<file path="src/rtl/load_store_unit_pkg.sv">
// Shared constants and FSM encoding for the load/store unit and data memory.
package load_store_unit_pkg;

    localparam int ADDR_W    = 6;
    localparam int DATA_W    = 8;
    localparam int MEM_DEPTH = 64;

    // Width of the signed effective-address sum: 8-bit base + sign-extended offset.
    localparam int EA_W      = 10;

    typedef enum logic [1:0] {
        IDLE   = 2'd0,
        ACCESS = 2'd1,
        RESP   = 2'd2
    } lsu_state_e;

endpackage

</file>
<file path="src/rtl/load_store_unit_addr_gen.sv">
// Effective-address generation and range check for the load/store unit.
module lsu_addr_gen
    import load_store_unit_pkg::*;
#(
    parameter int ADDR_W = load_store_unit_pkg::ADDR_W
) (
    input  logic [7:0]        base_i,
    input  logic [7:0]        offset_i,
    output logic [ADDR_W-1:0] addr_o,
    output logic              fault_o
);

    localparam logic signed [EA_W-1:0] MaxAddr = EA_W'((1 << ADDR_W) - 1);

    logic signed [EA_W-1:0] ea;

    // Zero-extended base plus sign-extended offset, then bounds check against memory size.
    always_comb begin
        ea      = $signed({2'b00, base_i}) + $signed({{2{offset_i[7]}}, offset_i});
        fault_o = (ea < 0) || (ea > MaxAddr);
        addr_o  = fault_o ? '0 : ea[ADDR_W-1:0];
    end

endmodule

</file>
<file path="src/rtl/load_store_unit.sv">
// Load/store unit: accepts one request, performs one memory access, returns one response.
module load_store_unit
    import load_store_unit_pkg::*;
#(
    parameter int ADDR_W = load_store_unit_pkg::ADDR_W,
    parameter int DATA_W = load_store_unit_pkg::DATA_W
) (
    input  logic              clk,
    input  logic              rst,
    input  logic              req_valid,
    output logic              req_ready,
    input  logic              req_store,
    input  logic [7:0]        req_base,
    input  logic [7:0]        req_offset,
    input  logic [DATA_W-1:0] req_wdata,
    output logic [ADDR_W-1:0] data_address,
    output logic [DATA_W-1:0] write_data,
    output logic              write_enable,
    input  logic [DATA_W-1:0] read_data,
    output logic              resp_valid,
    input  logic              resp_ready,
    output logic [DATA_W-1:0] resp_rdata,
    output logic              resp_fault
);

    lsu_state_e        state_q, state_d;
    logic [ADDR_W-1:0] addr_q;
    logic [DATA_W-1:0] wdata_q;
    logic [DATA_W-1:0] rdata_q;
    logic              store_q;
    logic              fault_q;

    logic [ADDR_W-1:0] gen_addr;
    logic              gen_fault;
    logic              accept;

    lsu_addr_gen #(
        .ADDR_W (ADDR_W)
    ) u_addr_gen (
        .base_i   (req_base),
        .offset_i (req_offset),
        .addr_o   (gen_addr),
        .fault_o  (gen_fault)
    );

    // Next-state and handshake decode.
    always_comb begin
        state_d    = state_q;
        req_ready  = 1'b0;
        resp_valid = 1'b0;
        accept     = 1'b0;
        unique case (state_q)
            IDLE: begin
                req_ready = 1'b1;
                if (req_valid) begin
                    accept  = 1'b1;
                    state_d = ACCESS;
                end
            end
            ACCESS: state_d = RESP;
            RESP: begin
                resp_valid = 1'b1;
                if (resp_ready) begin
                    state_d = IDLE;
                end
            end
            default: state_d = IDLE;
        endcase
    end

    // State register.
    always_ff @(posedge clk or posedge rst) begin
        if (rst) begin
            state_q <= IDLE;
        end else begin
            state_q <= state_d;
        end
    end

    // Capture address, data, op type and fault at acceptance; held until the next acceptance.
    always_ff @(posedge clk or posedge rst) begin
        if (rst) begin
            addr_q  <= '0;
            wdata_q <= '0;
            store_q <= 1'b0;
            fault_q <= 1'b0;
        end else if (accept) begin
            addr_q  <= gen_addr;
            wdata_q <= req_wdata;
            store_q <= req_store;
            fault_q <= gen_fault;
        end
    end

    // Load result sampled at the end of ACCESS; stores and faults return zero.
    always_ff @(posedge clk or posedge rst) begin
        if (rst) begin
            rdata_q <= '0;
        end else if (state_q == ACCESS) begin
            rdata_q <= (!store_q && !fault_q) ? read_data : '0;
        end
    end

    // Write strobe decoded purely from registers so reset drops it asynchronously.
    always_comb begin
        write_enable = (state_q == ACCESS) && store_q && !fault_q;
    end

    assign data_address = addr_q;
    assign write_data   = wdata_q;
    assign resp_rdata   = rdata_q;
    assign resp_fault   = fault_q;

endmodule
</file>
<file path="config.mk">
export PLATFORM = sky130hd
export DESIGN_NAME = load_store_unit
export DESIGN_NICKNAME = d
export VERILOG_FILES = /design/src/rtl/load_store_unit_pkg.sv /design/src/rtl/load_store_unit_addr_gen.sv /design/src/rtl/load_store_unit.sv
export SDC_FILE = /design/constraint.sdc
export NUM_CORES = 1
export LEC_CHECK = 0
export ABC_AREA = 1
export BUFFER_PORTS_ARGS = -buffer_cell sky130_fd_sc_hd__buf_4
export CAP_MARGIN = 0
export CORE_MARGIN = 8
export CORE_UTILIZATION = 52
export DETAILED_ROUTE_END_ITERATION = 8
export PLACE_DENSITY = 0.85
export RECOVER_POWER = 50
export SETUP_SLACK_MARGIN = 0.15
export SYNTH_ARGS = -nofsm -noshare
export SYNTH_HDL_FRONTEND = slang
export SYNTH_SLANG_ARGS = --single-unit
</file>
<file path="constraint.sdc">
create_clock -name clk -period 3.2 [get_ports clk]
set_clock_uncertainty 0.2 [all_clocks]
set_input_delay 0 -clock clk [delete_from_list [all_inputs] [get_ports clk]]
set_output_delay 0 -clock clk [all_outputs]
set_load 0.01 [all_outputs]
</file>
==> flow_metrics.tcl <==
set metrics [dict create \
    area_growth_syn_to_layout_pct 39.1 \
    cts_buffer_depth 2 \
    period_share_pct 63.6 \
    fillCellCount 250 \
    routed-wl-met2_um 2210 \
    crit_path_start_kind "flip-flop" \
    route.vias.total 1637 \
    antenna-diode-count 0 \
    switchingPower_w 0.000549 \
    critical_path_arrival_ns 2.10 \
    finalWorstPathRequiredPeriod_ns 2.04 \
    gr-total-overflow 0 \
    critPathLaunch "state_q[0]" \
    tightestPinTransition_ns 0.959 \
    route.final.wire_length_um 4260 \
    drtAntennaViolNets 0 \
    synth_largest_area_cell "sky130_fd_sc_hd__dfrtp_1" \
    post_cts.resized_instances 0 \
    finish.cell_count_without_fillers 340 \
    floorplan.core_area_mm2 0.00300 \
    muxShareOfSynthArea_pct 0 \
    met3_length_um 219 \
    chip_width_um 71.7 \
    post_drt_wl_per_cell_um 12.5 \
    timing.rr.start "state_q[0]" \
    power_density_over_cell_area_mw_per_mm2 564 \
    sequential_share_of_the_synthesized_area_pct 40.4 \
    worst-setup-path-type "reg -> reg" \
    synth-compound-area-share_pct 3.96 \
    maxSlewViolCount 0 \
    design.die.area_mm2 0.00514 \
    finalSetupViolCount 0 \
    cellInternalPower_w 0.000715 \
    cts_buffer_count 3 \
    globalplace.congestion 0.871 \
    crit_buf_inv 1 \
    synth-xor-area-share_pct 0.543 \
    worst_skew_pair.late_latency_ns 0.31 \
    post_synth_instance_area_mm2 0.00161 \
    cp_cell_sequence "nor2_1 > nand2_1 > inv_1 > nand2_1 > nor2_1 > nand4_1 > nand2_1" \
    p_leak_nw 1.24 \
    grt_pass1_wl_um 7000 \
    synth_cell_type_count 22 \
    synth_edf_count 0 \
    placedCellCount 315 \
    cp_data_required_time_ns 3.26 \
    top_level_ports 63 \
    synth.top_cell.area_share_pct 40.4 \
    htreeDepth 1 \
    yosys_warnings 0 \
    nets 356 \
    firstDrtPassIters 4 \
    max-slew-margin-rel_pct 36.0 \
    seq_power_share_pct 42.3 \
    clock_sinks 26 \
    kind_of_end_point_of_the_critical_path "flip-flop" \
    max_cap_viol_count 0 \
    mean_post_synth_cell_area_um2 7.19 \
    clk_transition_reported_paths_ns 0.13 \
    globalRouteTotalUtil_pct 16.7 \
    dominantRegCellSynth "sky130_fd_sc_hd__dfrtp_1" \
    p_sw_share_pct 43.4 \
    max-vdd-ir-drop_v 0.000436 \
    fin_tns_setup_ns 0 \
    yosys.cell_count.top_type "sky130_fd_sc_hd__nand2_1" \
    fmaxAchievable_mhz 491 \
    synth_fa_ha_area_share_pct 8.23 \
    worst_path_most_repeated_cell "sky130_fd_sc_hd__nand2_1" \
    mean_number_of_vias_per_cell 4.81 \
    yosys.area_share.simple_pct 38.4 \
    timing.final.hold_violations 0 \
    first_global_vias 1585 \
    run_status "completed" \
    comb_power_share_pct 47.0 \
    min-delay-path-class "in -> reg" \
    port_buffers 62 \
    placementRows 20 \
    cts_tree "done" \
    grt_start_max_net_pins 27 \
    m1WireLength_um 1780 \
    finalCoreUtilization_pct 74.7 \
    async_reset_ff_share_pct 100 \
    top_signal_layer_used "met4" \
    critical_path.max_fanout 20 \
    hpwl_um 3130 \
    layout-drive-gt1-share_pct 16.9 \
    die_extent_in_y_um 71.7 \
    rsz0062_at_grt "false" \
    critical_path.top_delay_family "simple AND/OR/NAND/NOR gates" \
    most_common_library_cells_after_synthesis "sky130_fd_sc_hd__nand2_1, sky130_fd_sc_hd__inv_1, sky130_fd_sc_hd__dfrtp_1" \
    starting_density_of_the_core_pct 53.7 \
    combinational_family_with_the_most_area_after_synthesis "simple AND/OR/NAND/NOR gates" \
    cp_slowest_stage_delay_ns 0.49 \
    synth_area_leaders "sky130_fd_sc_hd__dfrtp_1, sky130_fd_sc_hd__nand2_1, sky130_fd_sc_hd__ha_1, sky130_fd_sc_hd__inv_1, sky130_fd_sc_hd__nor2_1" \
    critical_path.slowest_cell "sky130_fd_sc_hd__inv_1" \
    syn-instance-count 224 \
    worstHoldStart "req_offset[1]" \
    clkPwrFrac_pct 10.7 \
    remaining_drc_errors 0 \
    syn-num-nets 271 \
    clock_tree.root_cell "sky130_fd_sc_hd__clkbuf_4" \
    antenna_found_initial 0 \
    yosys_register_bits 26 \
    drt_first_iter_violations 109 \
]
## final timing paths
path	cells past startpoint	endpoint	slack [ns]
worst max-delay path	7	data_address[5]	1.16
worst min-delay path	6	data_address[1]	0.07
worst max register to register	7	data_address[5]	1.16
worst min register to register	2	write_data[6]	0.29
max in group asynchronous	3	resp_rdata[4]	1.94
min in group asynchronous	3	write_data[7]	0.27
## metrics by stage
stage | area (um^2) | setup slack, ns | hold slack (ns) | power (W)
finish | 2240 | 1.16 | 0.0651 | 0.00126
global route | 2240 | 0.930 | 0.0807 | 0.00138
CTS | 2340 | 1.19 | 0.0483 | 0.00137
detailed placement | 2090 | 1.21 | 0.000981 | 0.00121
global placement | 2090 | 1.29 | -0.00112 | 0.00119
floorplan | 1610 | 1.64 | -0.160 | 0.000904
## power by group through the flow
stage | Combinational, W | Clock, W | Sequential, W
CTS | 0.000696 | 0.000138 | 0.000534
floorplan | 0.000315 | 0 | 0.000589
finish | 0.000594 | 0.000135 | 0.000534
detailed placement | 0.000671 | 0 | 0.000540
global placement | 0.000659 | 0 | 0.000536
global route | 0.000678 | 0.000152 | 0.000551
## routing by layer
metal	GRT usage, %	up-vias
li1	-	859
met1	19.1	728
met3	4.46	4
met5	0	-
met2	29.9	46
met4	4.31	0
## logic make-up (layout without fill, tap and decap cells)
logic type,Yosys count,count (layout)
compound gates,12,12
buf+inv,34,117
simple gates,141,141
flops,26,26
xor+xnor,1,1
fa+ha+maj,10,10
## sequential cells by signal (all words and copies together), names as in the netlist
register,cells
data_address,6
resp_fault,1
resp_rdata,8
state_q,2
store_q,1
write_data,8
## cell type report
cell class | instances | area (um^2) | area share [%]
multi-input cells | 164 | 823 | 36.7
flip-flops and latches | 26 | 651 | 29.0
repair buffers | 84 | 592 | 26.4
inverters | 30 | 113 | 5.02
well taps | 33 | 41.3 | 1.84
clock buffers | 3 | 22.5 | 1.00
## tightest hold or removal path, stage by stage
cell                      delay [ns]
sky130_fd_sc_hd__buf_4          0.11
sky130_fd_sc_hd__inv_1          0.07
sky130_fd_sc_hd__fa_1           0.18
sky130_fd_sc_hd__nor2_1         0.05
sky130_fd_sc_hd__nand4_1        0.08
sky130_fd_sc_hd__nand2_1        0.06
## what timing repair did
action | CTS | global route
endpoints found under the hold margin | 51 | 0
hold buffers | 22 | 0
setup buffers | 0 | 0
## cell usage in the layout, fill, tap and decap left out, drive strengths merged
cell / netlist / layout
xnor2: 1 / 1
dlygate4sd3: 0 / 22
a21oi: 3 / 3
and2: 1 / 1
buf: 3 / 36
nor3: 3 / 3
clkbuf: 1 / 29
fa: 1 / 1
dfrtp: 26 / 26
o21ai: 9 / 9
nand2: 102 / 102
nand4: 8 / 8
inv: 30 / 30
nand3: 9 / 9
nor2: 18 / 18
ha: 9 / 9
Note: power is estimated with default switching activity, not from simulation.
